===== src/rtl/layer_compositor.sv =====
// layer_compositor: two-stage registered priority compositor with frame-latched enable/blink masks
module layer_compositor #(
  parameter int N_LAYERS = 4,
  parameter int COLOR_W = 3,
  parameter int BLINK_DIV = 30,
  parameter logic [COLOR_W-1:0] BG_COLOR = '0
) (
  input  logic                              clk,
  input  logic                              rst,
  input  logic [N_LAYERS*COLOR_W-1:0]       layer_color_i,
  input  logic                              hsync_i,
  input  logic                              vsync_i,
  input  logic                              active_i,
  input  logic [N_LAYERS-1:0]               layer_en_i,
  input  logic [N_LAYERS-1:0]               blink_en_i,
  output logic [COLOR_W-1:0]                color_o,
  output logic                              hsync_o,
  output logic                              vsync_o,
  output logic                              active_o,
  output logic [$clog2(N_LAYERS+1)-1:0]     top_layer_o,
  output logic                              frame_start_o
);
  localparam int TW = $clog2(N_LAYERS+1);
  localparam int CW = $clog2(BLINK_DIV+1);
  logic [N_LAYERS*COLOR_W-1:0] col1_q;
  logic [N_LAYERS-1:0] vis1_q, vis1_d, en_sh_q, en_sh_d, bl_sh_q, bl_sh_d;
  logic act1_q, hs1_q, vs1_q, act2_q, hs2_q, vs2_q;
  logic [COLOR_W-1:0] color_q, color_d, sel_col;
  logic [TW-1:0] top_q, top_d, sel;
  logic [CW-1:0] cnt_q, cnt_d;
  logic phase_q, phase_d, fs_q, boundary, wrap;
  always_comb begin
    boundary = ~vsync_i & vs1_q;
    wrap = cnt_q == CW'(BLINK_DIV-1);
    for (int i = 0; i < N_LAYERS; i++)
      vis1_d[i] = (|layer_color_i[i*COLOR_W +: COLOR_W]) & en_sh_q[i] & ~(bl_sh_q[i] & phase_q);
    sel = TW'(N_LAYERS);
    sel_col = BG_COLOR;
    for (int i = N_LAYERS-1; i >= 0; i--)
      if (vis1_q[i]) begin
        sel = TW'(i);
        sel_col = col1_q[i*COLOR_W +: COLOR_W];
      end
    color_d = act1_q ? sel_col : '0;
    top_d = act1_q ? sel : TW'(N_LAYERS);
    en_sh_d = boundary ? layer_en_i : en_sh_q;
    bl_sh_d = boundary ? blink_en_i : bl_sh_q;
    cnt_d = boundary ? (wrap ? '0 : cnt_q + 1'b1) : cnt_q;
    phase_d = phase_q ^ (boundary & wrap);
  end
  always_ff @(posedge clk) begin
    if (!rst) begin
      col1_q <= '0;
      vis1_q <= '0;
      act1_q <= 1'b0;
      hs1_q <= 1'b1;
      vs1_q <= 1'b1;
      color_q <= '0;
      top_q <= TW'(N_LAYERS);
      act2_q <= 1'b0;
      hs2_q <= 1'b1;
      vs2_q <= 1'b1;
      en_sh_q <= '1;
      bl_sh_q <= '0;
      cnt_q <= '0;
      phase_q <= 1'b0;
      fs_q <= 1'b0;
    end else begin
      col1_q <= layer_color_i;
      vis1_q <= vis1_d;
      act1_q <= active_i;
      hs1_q <= hsync_i;
      vs1_q <= vsync_i;
      color_q <= color_d;
      top_q <= top_d;
      act2_q <= act1_q;
      hs2_q <= hs1_q;
      vs2_q <= vs1_q;
      en_sh_q <= en_sh_d;
      bl_sh_q <= bl_sh_d;
      cnt_q <= cnt_d;
      phase_q <= phase_d;
      fs_q <= boundary;
    end
  end
  assign color_o = color_q;
  assign top_layer_o = top_q;
  assign active_o = act2_q;
  assign hsync_o = hs2_q;
  assign vsync_o = vs2_q;
  assign frame_start_o = fs_q;
endmodule


===== config.mk =====
export PLATFORM = sky130hd
export DESIGN_NAME = layer_compositor
export DESIGN_NICKNAME = d
export VERILOG_FILES = /design/src/rtl/layer_compositor.sv
export SDC_FILE = /design/constraint.sdc
export NUM_CORES = 1
export LEC_CHECK = 0
export CAP_MARGIN = 15
export CORE_MARGIN = 3
export CORE_UTILIZATION = 50
export CTS_BUF_LIST = sky130_fd_sc_hd__clkbuf_8
export DETAILED_ROUTE_END_ITERATION = 10
export GPL_TIMING_DRIVEN = 0
export PLACE_DENSITY_LB_ADDON = 0.12
export REMOVE_ABC_BUFFERS = 1
export SETUP_SLACK_MARGIN = 0.05
export SYNTH_ARGS = -nofsm -noshare
export SYNTH_HDL_FRONTEND = slang
export SYNTH_SLANG_ARGS = --single-unit

===== constraint.sdc =====
create_clock -name clk -period 2.15 [get_ports clk]
set_clock_uncertainty 0.2 [all_clocks]
set_input_delay 0.215 -clock clk [delete_from_list [all_inputs] [get_ports clk]]
set_output_delay 0.215 -clock clk [all_outputs]
set_load 0.005 [all_outputs]

==> flow_results.xml <==
<?xml version="1.0" encoding="UTF-8"?>
<metrics>
  <group name="floorplan">
    <metric name="placementRows" unit="">19</metric>
    <metric name="boundaryPins" unit="">35</metric>
    <metric name="die_x" unit="µm">60.59</metric>
    <metric name="placeable_core_region" unit="µm²">2805</metric>
    <metric name="fp.dieArea" unit="µm²">3671</metric>
    <metric name="floorplan.die.height" unit="µm">60.59</metric>
    <metric name="start_util" unit="">0.5312</metric>
  </group>
  <group name="routing">
    <metric name="detail_route.wirelength" unit="µm">2552</metric>
    <metric name="vias" unit="">1122</metric>
    <metric name="drt_drc_violations_left" unit="">0</metric>
    <metric name="drt-pass1-iter-count" unit="">4</metric>
    <metric name="routed_wire_length_per_instance" unit="µm">11.65</metric>
    <metric name="post_drt_antenna_nets" unit="">0</metric>
    <metric name="drt-vias-per-instance" unit="">5.123</metric>
    <metric name="dr.first_iter.drc_count" unit="">31</metric>
  </group>
  <group name="placement">
    <metric name="hpwlAfterDp" unit="µm">1920</metric>
    <metric name="gpl.final_weighted_congestion" unit="">0.8244</metric>
    <metric name="dpl-instance-area" unit="µm²">1839</metric>
    <metric name="placedCellCount" unit="">211</metric>
    <metric name="portBuffers" unit="">34</metric>
  </group>
  <group name="grt">
    <metric name="antenna_violations_before_repair" unit="">0</metric>
    <metric name="grt_max_degree" unit="">35</metric>
    <metric name="grt_pass1_wl" unit="µm">4119</metric>
    <metric name="grt_usage" unit="">0.1531</metric>
    <metric name="first_global_vias" unit="">1008</metric>
    <metric name="overflow" unit="">0</metric>
  </group>
  <group name="critical_path">
    <metric name="cp-start-kind" unit="">primary input</metric>
    <metric name="worst_ep_required_time" unit="ps">2140</metric>
    <metric name="critPathKind" unit="">in -&gt; reg</metric>
    <metric name="critical_path_sink_type" unit="">register</metric>
    <metric name="worstPathMaxFanout" unit="">34</metric>
    <metric name="timing.critical_path.arrival" unit="ps">1670</metric>
  </group>
  <group name="sta">
    <metric name="achievable-frequency" unit="MHz">594.4</metric>
    <metric name="max_slew_margin" unit="">0.3448</metric>
    <metric name="fin_crit" unit="ps">1682</metric>
    <metric name="finalMaxSlewViolations" unit="">0</metric>
    <metric name="report.final.hold_viol_count" unit="">0</metric>
    <metric name="worstMarginPinSlew" unit="ps">981.3</metric>
    <metric name="setup_violations" unit="">0</metric>
    <metric name="final.period_utilization" unit="">0.7824</metric>
    <metric name="setup_repair_after_global_routing_missed_its_margin" unit="">no</metric>
  </group>
  <group name="finish">
    <metric name="post_route_cells_drive_above_1_share" unit="">0.04787</metric>
    <metric name="multi_input_area" unit="µm²">588.1</metric>
    <metric name="final_non_filler_cells" unit="">219</metric>
    <metric name="n_antenna_cell" unit="">0</metric>
    <metric name="n_fill_cell" unit="">231</metric>
    <metric name="final_core_util" unit="">0.6864</metric>
    <metric name="ff_latch_area" unit="µm²">860.8</metric>
    <metric name="stdcell_area" unit="µm²">1926</metric>
    <metric name="layout-area-overhead-vs-synth" unit="%">29.22</metric>
    <metric name="final_nets" unit="">214</metric>
  </group>
  <group name="synth">
    <metric name="synth_area_per_cell" unit="µm²">9.740</metric>
    <metric name="post_synth_instance_area" unit="µm²">1490</metric>
    <metric name="synth_seq_cells" unit="">43</metric>
    <metric name="asyncSetResetFlopFracSynth" unit="">0</metric>
    <metric name="ys_dominant_reg_cell" unit="">dfxtp_1</metric>
    <metric name="synth_cell_types" unit="">30</metric>
    <metric name="syn-instance-count" unit="">153</metric>
    <metric name="synth-seq-area-share" unit="">0.5777</metric>
    <metric name="synth-edff-count" unit="">0</metric>
    <metric name="synth_warnings" unit="">0</metric>
  </group>
  <group name="status">
    <metric name="outcome" unit="">complete, no violations</metric>
  </group>
  <group name="clock_tree">
    <metric name="tritoncts_clock_tree" unit="">yes</metric>
    <metric name="cts.sink_count" unit="">43</metric>
    <metric name="cts-buffers-inserted" unit="">5</metric>
    <metric name="post-cts-setup-buffer-count" unit="">0</metric>
    <metric name="cts.htree.levels" unit="">2</metric>
    <metric name="cts_max_path_buffers" unit="">2</metric>
    <metric name="path_clk_slew" unit="ps">80</metric>
    <metric name="clock_tree.root_cell" unit="">clkbuf_8</metric>
    <metric name="worst_skew_pair.late_latency" unit="ps">290</metric>
  </group>
  <group name="power_and_ir_drop">
    <metric name="p_per_area" unit="nW/µm²">773.8</metric>
    <metric name="totalPowerFinal" unit="µW">1490</metric>
    <metric name="p_leak" unit="µW">0.0007556</metric>
    <metric name="vdd_ir_drop_max" unit="µV">425.3</metric>
  </group>
  <group name="run">
    <metric name="drv.max_cap_violation_count" unit="">0</metric>
  </group>
  <group name="min_path">
    <metric name="min_path_type" unit="">reg -&gt; reg</metric>
  </group>
</metrics>
-- cell usage after synthesis (3+ instances only) --
master    instances  area [µm²]
inv_1             3       11.26
nor2b_1           5       31.28
o41ai_1           3       26.28
a211oi_1          5       37.54
nand2_1          23       86.33
a21boi_0          4       30.03
dfxtp_1          43       860.8
nor3_1            6       30.03
nand3_1           6       30.03
clkbuf_1          4       15.01
nand2b_1          5       31.28
o21ai_0           5       25.02
and2_1           14       87.58
buf_2             3       15.01
nor2_1            5       18.77
-- cells by family after synthesis --
family          after synthesis  share of synthesized area
compound gates               25                     0.1201
xor+xnor                      2                    0.01176
fa+ha+maj                     2                    0.01679
buf+inv                      10                    0.02770
flops                        43                     0.5777
simple gates                 71                     0.2460
-- flip-flops by register name, indices dropped and copies added, names as in the netlist --
signal,count
en_sh_q,4
top_layer_o,3
cnt_q,5
vis1_q,4
active_o,1
vs1_q,1
col1_q,12
frame_start_o,1
vsync_o,1
hs1_q,1
hsync_o,1
phase_q,1
bl_sh_q,4
color_o,3
act1_q,1
-- through the flow --
stage               hold WS, ps  setup TNS (ps)  worst slack, ps
CTS                       239.9               0            73.83
detailed placement        219.6           -1185           -232.8
floorplan                 86.83               0            840.1
finish                    226.3               0            467.8
global route              247.6               0            277.0
global placement          193.3          -773.7           -154.3
-- placed cells by master, fill, tap and decap left out --
cell and n:
dfxtp_1 43, clkdlybuf4s50_1 33, nand2_1 23, and2_1 14
nor3_1 6, nand3_1 6, o21ai_0 5, nor2b_1 5
nor2_1 5, a211oi_1 5, nand2b_1 5, clkbuf_8 5
a21boi_0 4, inv_1 3, o41ai_1 3, clkinv_2 3
a21oi_1 2, xnor2_1 2, a221oi_1 2, ha_1 2
and3b_1 1, a31o_2 1, nand4_1 1, nand4b_1 1
nand3b_1 1, and2b_1 1, nor4_1 1, a31oi_1 1
or3_1 1, a21boi_1 1, a32o_1 1, dlymetal6s2s_1 1
-- report_power, final --
group          internal (µW)  switching, µW  total, µW
sequential               838           27.6        866
clock                    222            261        483
combinational           86.8           54.7        141
-- final timing paths --
path	startpoint	to	slack [ps]	cells past startpoint
worst max-delay path	rst	color_o[2]$_SDFF_PN0_	470	3
worst min-delay path	hs1_q$_SDFF_PN1_	hsync_o$_SDFF_PN1_	230	1
worst max register to register	cnt_q[0]$_SDFFE_PN0P_	cnt_q[0]$_SDFFE_PN0P_	660	4
worst min register to register	hs1_q$_SDFF_PN1_	hsync_o$_SDFF_PN1_	230	1
-- critical path, stage by stage --
cell            delay (ps)
dlymetal6s2s_1         730
nand2_1                310
o41ai_1                410
-- layout make-up --
| class | count | area share |
|---|---|---|
| repair buffers | 34 | 0.1780 |
| clock inverters | 3 | 0.007797 |
| flip-flops and latches | 43 | 0.4470 |
| inverters | 3 | 0.005848 |
| clock buffers | 5 | 0.03574 |
| well taps | 31 | 0.02014 |
| multi-input cells | 100 | 0.3054 |
-- per-layer routing --
layer,track usage,part of all wire,vias up
met3,0.06383,0.048,6
met1,0.1669,0.43,507
met5,0,0,-
met2,0.2611,0.50,24
li1,-,-,585
met4,0.06502,0.016,0
-- repair_timing --
item                       CTS  global route
setup endpoints to repair    0             6
hold endpoints to repair     0             0
resized for setup            0             1
hold buffers                 0             0
Note: power is estimated with default switching activity, not from simulation.
